===== src/rtl/game_ctl_timed.sv =====
// ---------------------------------------------------------------------------
// game_ctl_timed
//
// Game-flow controller for the two-player duck game.  The four screens are
// IDLE -> WAIT -> GAME -> SCORE.  WAIT, GAME and SCORE are timed in video
// frames by one shared down-counter, so each round lasts a fixed number of
// frames whatever the pixel clock rate is.
//
// The controller sits between the input side (mouse clicks, UART handshake)
// and the VGA layer mux.  Its `state` output selects which screen is drawn.
//
// Parameters
//   GAME_FRAMES   frames a round lasts; must be >= 1 and < 2**TIMER_W
//   WAIT_FRAMES   frames WAIT waits for the opponent before giving up
//   SCORE_FRAMES  frames the SCORE screen is shown before returning to IDLE
//   SCORE_W       hit counter width; the counter saturates at 2**SCORE_W-1
//   TIMER_W       width of the shared frame down-counter
//
// Ports
//   pclk          in   pixel clock; every register updates on its rising edge
//   rst           in   synchronous reset, active low
//   vsync         in   VGA vsync; each rising edge is one frame tick
//   play_clicked  in   1-cycle pulse, local player clicked PLAY
//   remote_ready  in   level, the opponent is ready (from UART)
//   duck_hit      in   1-cycle pulse, a duck was hit this cycle
//   abort         in   level, abort the current round (right mouse button)
//   state         out  00 IDLE, 01 WAIT, 10 GAME, 11 SCORE
//   local_ready   out  high while in WAIT; our ready flag for the UART
//   score         out  hits in the current or last round
//   frames_left   out  frames left in the current timed state; 0 in IDLE
//   game_over     out  1-cycle pulse on the GAME -> SCORE transition
//
// All outputs are registered.  When a transition condition is sampled at
// clock edge N, the new values are on the outputs right after edge N.
// ---------------------------------------------------------------------------
module game_ctl_timed #(
  parameter int GAME_FRAMES  = 1800,
  parameter int WAIT_FRAMES  = 600,
  parameter int SCORE_FRAMES = 300,
  parameter int SCORE_W      = 7,
  parameter int TIMER_W      = 12
) (
  input  logic               pclk,
  input  logic               rst,
  input  logic               vsync,
  input  logic               play_clicked,
  input  logic               remote_ready,
  input  logic               duck_hit,
  input  logic               abort,
  output logic [1:0]         state,
  output logic               local_ready,
  output logic [SCORE_W-1:0] score,
  output logic [TIMER_W-1:0] frames_left,
  output logic               game_over
);

  typedef enum logic [1:0] {
    ST_IDLE  = 2'b00,
    ST_WAIT  = 2'b01,
    ST_GAME  = 2'b10,
    ST_SCORE = 2'b11
  } state_t;

  localparam logic [TIMER_W-1:0] WAIT_LOAD  = TIMER_W'(WAIT_FRAMES);
  localparam logic [TIMER_W-1:0] GAME_LOAD  = TIMER_W'(GAME_FRAMES);
  localparam logic [TIMER_W-1:0] SCORE_LOAD = TIMER_W'(SCORE_FRAMES);
  localparam logic [TIMER_W-1:0] FRAME_ONE  = TIMER_W'(1);
  localparam logic [TIMER_W-1:0] FRAME_ZERO = '0;
  localparam logic [SCORE_W-1:0] SCORE_MAX  = '1;
  localparam logic [SCORE_W-1:0] SCORE_ONE  = SCORE_W'(1);

  state_t             state_reg;
  logic               local_ready_reg;
  logic [SCORE_W-1:0] score_reg;
  logic [TIMER_W-1:0] frames_reg;
  logic               game_over_reg;
  logic               vsync_q;

  logic               tick;
  logic               last_frame;
  logic [SCORE_W-1:0] score_hit;
  logic [TIMER_W-1:0] frames_dec;

  // Frame tick: high for the single cycle in which vsync is already high but
  // its registered copy is still low.
  assign tick = vsync & ~vsync_q;

  // The counter is compared against "at most one" rather than "exactly one"
  // so that a zero count can never decrement and wrap around.
  assign last_frame = (frames_reg <= FRAME_ONE);
  assign frames_dec = last_frame ? FRAME_ZERO : (frames_reg - FRAME_ONE);

  // Saturating hit counter.  The hit is counted even in the cycle that ends
  // the round, so GAME always takes score_hit, including on its way out.
  always_comb begin
    score_hit = score_reg;
    if (duck_hit && (score_reg != SCORE_MAX)) begin
      score_hit = score_reg + SCORE_ONE;
    end
  end

  always_ff @(posedge pclk) begin
    if (!rst) begin
      state_reg       <= ST_IDLE;
      local_ready_reg <= 1'b0;
      score_reg       <= '0;
      frames_reg      <= '0;
      game_over_reg   <= 1'b0;
      vsync_q         <= 1'b0;
    end else begin
      vsync_q       <= vsync;
      game_over_reg <= 1'b0;

      case (state_reg)
        ST_IDLE: begin
          local_ready_reg <= 1'b0;
          frames_reg      <= FRAME_ZERO;
          if (play_clicked) begin
            state_reg       <= ST_WAIT;
            local_ready_reg <= 1'b1;
            frames_reg      <= WAIT_LOAD;
          end
        end

        // Opponent readiness wins over a local abort, and both win over the
        // timeout, so a late but simultaneous handshake still starts a game.
        ST_WAIT: begin
          if (remote_ready) begin
            state_reg       <= ST_GAME;
            local_ready_reg <= 1'b0;
            score_reg       <= '0;
            frames_reg      <= GAME_LOAD;
          end else if (abort) begin
            state_reg       <= ST_IDLE;
            local_ready_reg <= 1'b0;
            frames_reg      <= FRAME_ZERO;
          end else if (tick) begin
            frames_reg <= frames_dec;
            if (last_frame) begin
              state_reg       <= ST_IDLE;
              local_ready_reg <= 1'b0;
            end
          end
        end

        ST_GAME: begin
          score_reg <= score_hit;
          if (abort || (tick && last_frame)) begin
            state_reg     <= ST_SCORE;
            frames_reg    <= SCORE_LOAD;
            game_over_reg <= 1'b1;
          end else if (tick) begin
            frames_reg <= frames_dec;
          end
        end

        // Score is frozen here; play_clicked and duck_hit have no effect.
        ST_SCORE: begin
          if (abort) begin
            state_reg  <= ST_IDLE;
            frames_reg <= FRAME_ZERO;
          end else if (tick) begin
            frames_reg <= frames_dec;
            if (last_frame) begin
              state_reg <= ST_IDLE;
            end
          end
        end

        default: begin
          state_reg       <= ST_IDLE;
          local_ready_reg <= 1'b0;
          frames_reg      <= FRAME_ZERO;
        end
      endcase
    end
  end

  assign state       = state_reg;
  assign local_ready = local_ready_reg;
  assign score       = score_reg;
  assign frames_left = frames_reg;
  assign game_over   = game_over_reg;

endmodule


===== config.mk =====
export PLATFORM = sky130hd
export DESIGN_NAME = game_ctl_timed
export DESIGN_NICKNAME = d
export VERILOG_FILES = /design/src/rtl/game_ctl_timed.sv
export SDC_FILE = /design/constraint.sdc
export NUM_CORES = 1
export LEC_CHECK = 0
export CORE_MARGIN = 4
export CORE_UTILIZATION = 49
export CTS_BUF_LIST = sky130_fd_sc_hd__clkbuf_8 sky130_fd_sc_hd__clkbuf_16
export CTS_CLUSTER_SIZE = 25
export DETAILED_ROUTE_END_ITERATION = 12
export PLACE_DENSITY_LB_ADDON = 0.1
export SYNTH_ARGS = -nofsm -noshare
export SYNTH_HDL_FRONTEND = slang
export SYNTH_SLANG_ARGS = --single-unit

===== constraint.sdc =====
create_clock -name pclk -period 2.6 [get_ports pclk]
set_clock_uncertainty 0.15 [all_clocks]
set_input_delay 0.52 -clock pclk [delete_from_list [all_inputs] [get_ports pclk]]
set_output_delay 0.52 -clock pclk [all_outputs]
set_load 0.01 [all_outputs]

==> impl_metrics.json <==
{
  "largest_reg_flops": 12,
  "cp_max_fo": 9,
  "synth.most_common_cell": "dfxtp_1",
  "async_flop_share_pct": 0,
  "wl_per_cell_um": 14.5,
  "dr.pass1.iters": 4,
  "p_per_area_nw_per_um2": 538,
  "critPathLaunchType": "flip-flop",
  "grt_pass1_wl_um": 4940,
  "syn2layout_area_growth_pct": 28.1,
  "dieArea_um2": 3510,
  "worstReg2RegStart": "frames_left[0]",
  "finalHoldViolCount": 0,
  "maxSlewViolCount": 0,
  "drt-vias-per-instance": 5.73,
  "reg2regPathDepth": 7,
  "antenna_left": 0,
  "start_util_pct": 51.4,
  "leakagePower_nw": 0.608,
  "overflow": 0,
  "ys_seq_elements": 24,
  "drive_gt1_share_pct": 10.2,
  "dieHeight_um": 59.2,
  "vdd_drop_max_v": 0.000330,
  "grt_pass1_vias": 1079,
  "clockRootBuffer": "clkbuf_8",
  "cts_setup_buffers": 0,
  "n_antenna_cell": 0,
  "syn_avg_cell_area_um2": 8.86,
  "rsz0062_at_grt": "false",
  "drtIter0Drc": 53,
  "hold_class": "reg2reg",
  "fin_crit_sh_pct": 82.4,
  "netlist_instances": 145,
  "place.gp.congestion": 0.877,
  "cts_max_path_buffers": 2,
  "worstHoldStart": "local_ready",
  "clkLatencyLatePin_ns": 0.26,
  "ys_top_cells_by_area": "dfxtp_1 (37%), xor2_1 (6.1%), nor2_1 (5.3%), a21oi_1 (3.1%), nor3_1 (3.1%)",
  "period_minus_slack_ns": 2.14,
  "status": "complete, no violations",
  "maxCapViolations": 0,
  "port_buffers": 29,
  "yosysSeqAreaShare_pct": 37.4,
  "synth_ff_type": "dfxtp_1",
  "ctsHoldBuffers": 0,
  "cts_buffers": 3,
  "drc": 0,
  "setup-violations-final": 0,
  "rr_endpoint": "frames_left[1]",
  "rows": 18,
  "synth_nets": 155,
  "fin_nets": 187,
  "fillers": 219,
  "synth_top_area_share_pct": 37.4,
  "synth_top_cell_by_area": "dfxtp_1",
  "criticalPathCategory": "reg2reg",
  "clk_pin_slew_ns": 0.08,
  "syn_area_um2": 1280,
  "worst_pin_slew_ns": 0.810,
  "synth_enable_flop_cells": 0,
  "end_kind": "flip-flop",
  "yosys_warnings": 0,
  "cts_resized": 0,
  "max_freq_mhz": 467,
  "ioPinCount": 30,
  "synth_cell_types": 41,
  "vias": 1181,
  "cp_data_required_time_ns": 2.65,
  "hold_depth": 2,
  "wl_um": 2990,
  "total_power_uw": 886,
  "cts_tree": "yes",
  "die_w_um": 59.2,
  "gr-usage-all-layers_pct": 18.3,
  "cts_sinks": 24,
  "whs_endpoint": "local_ready",
  "antenna_found_initial": 0,
  "grt_max_degree": 14,
  "htreeDepth": 1,
  "setup_tns_ns": 0,
  "core_area_um2": 2500,
  "synth_common_cells": "dfxtp_1 (24), nor2_1 (18), nand2_1 (10)",
  "max_slew_margin_pct": 45.5,
  "r2r_slack_ns": 0.46,
  "arrival_ns": 2.19,
  "hpwl_um": 2270
}
-- worst max-delay path, stage by stage, from the launching register on --
cell     delay [ns]
dfxtp_1        0.46
inv_1          0.07
ha_1           0.25
or2_2          0.32
a41oi_4        0.31
a21oi_1        0.11
or2_2          0.30
nor2_1         0.11
-- cell usage in the layout, fill, tap and decap left out, types with 2 or more instances in the layout --
cell             synthesis  final
a31oi_1                  2      2
a21oi_1                  8      8
ha_1                     3      3
nor3_1                   8      8
o21ai_0                  7      7
nor4_1                   5      5
a41oi_1                  2      2
nand3b_1                 2      2
a221oi_1                 3      3
dfxtp_1                 24     24
nand2b_1                 2      2
nand4_1                  2      2
xor2_1                   9      9
nand2_1                 10     10
nand3_1                  5      5
and3_1                   2      2
clkdlybuf4s50_1          0     29
clkbuf_8                 1      4
nor2_1                  18     18
or2_2                    4      4
xnor2_1                  3      3
inv_1                    4      4
or3_1                    2      2
-- kinds of logic (layout without fill, tap and decap cells) --
logic type	count (synthesis)	after routing	synth area share (%)
buffers and inverters	7	38	3.41
xor gates and xnor gates	12	12	8.18
muxes	1	1	0.779
AOI/OAI and AO/OA	27	27	14.8
and+or+nand+nor	71	71	32.5
adders and majority gates	3	3	2.92
DFF	24	24	37.4
-- metrics by stage --
step / util, % / instances / setup WS (ns) / hold WS (ns) / instance area, µm²
after CTS: 65.9 / 206 / 0.469 / 0.334 / 1650
after detailed placement: 63.7 / 202 / 0.211 / 0.311 / 1590
after global routing: 65.9 / 206 / 0.286 / 0.412 / 1650
final: 65.9 / 206 / 0.458 / 0.336 / 1650
after global placement: 63.7 / 202 / 0.291 / 0.325 / 1590
after floorplan: - / 145 / 0.641 / 0.342 / 1280
-- final cells by class --
cell class	instances	area, µm²	share of cell area [%]
multi-input combinational	114	761	46.2
tap	30	37.5	2.28
sequential	24	480	29.2
inverter	4	15.0	0.912
clock buffer	4	55.1	3.34
timing repair buffer	30	298	18.1
-- worst max path at each step --
stage	slack (ns)	start	to
final	0.46	frames_left[0]	frames_left[1]
after global routing	0.29	frames_left[0]	frames_left[1]
after CTS	0.47	frames_left[0]	frames_left[1]
after detailed placement	0.21	vsync	frames_left[5]
after global placement	0.29	vsync	frames_left[5]
after floorplan	0.64	frames_left[0]	frames_left[0]
-- layer usage --
metal	part of all wire (%)	vias to the layer above	global-route usage, %
met1	47	539	26.2
met2	45	43	25.4
met4	2.5	0	9.06
met5	0	-	0
met3	5.6	8	4.36
li1	-	591	-
-- report_power, final --
part | internal (mW) | switching, mW
combinational | 0.105 | 0.114
clock | 0.135 | 0.116
sequential | 0.385 | 0.0310
total | 0.625 | 0.261
Note: power is estimated with default switching activity, not from simulation.
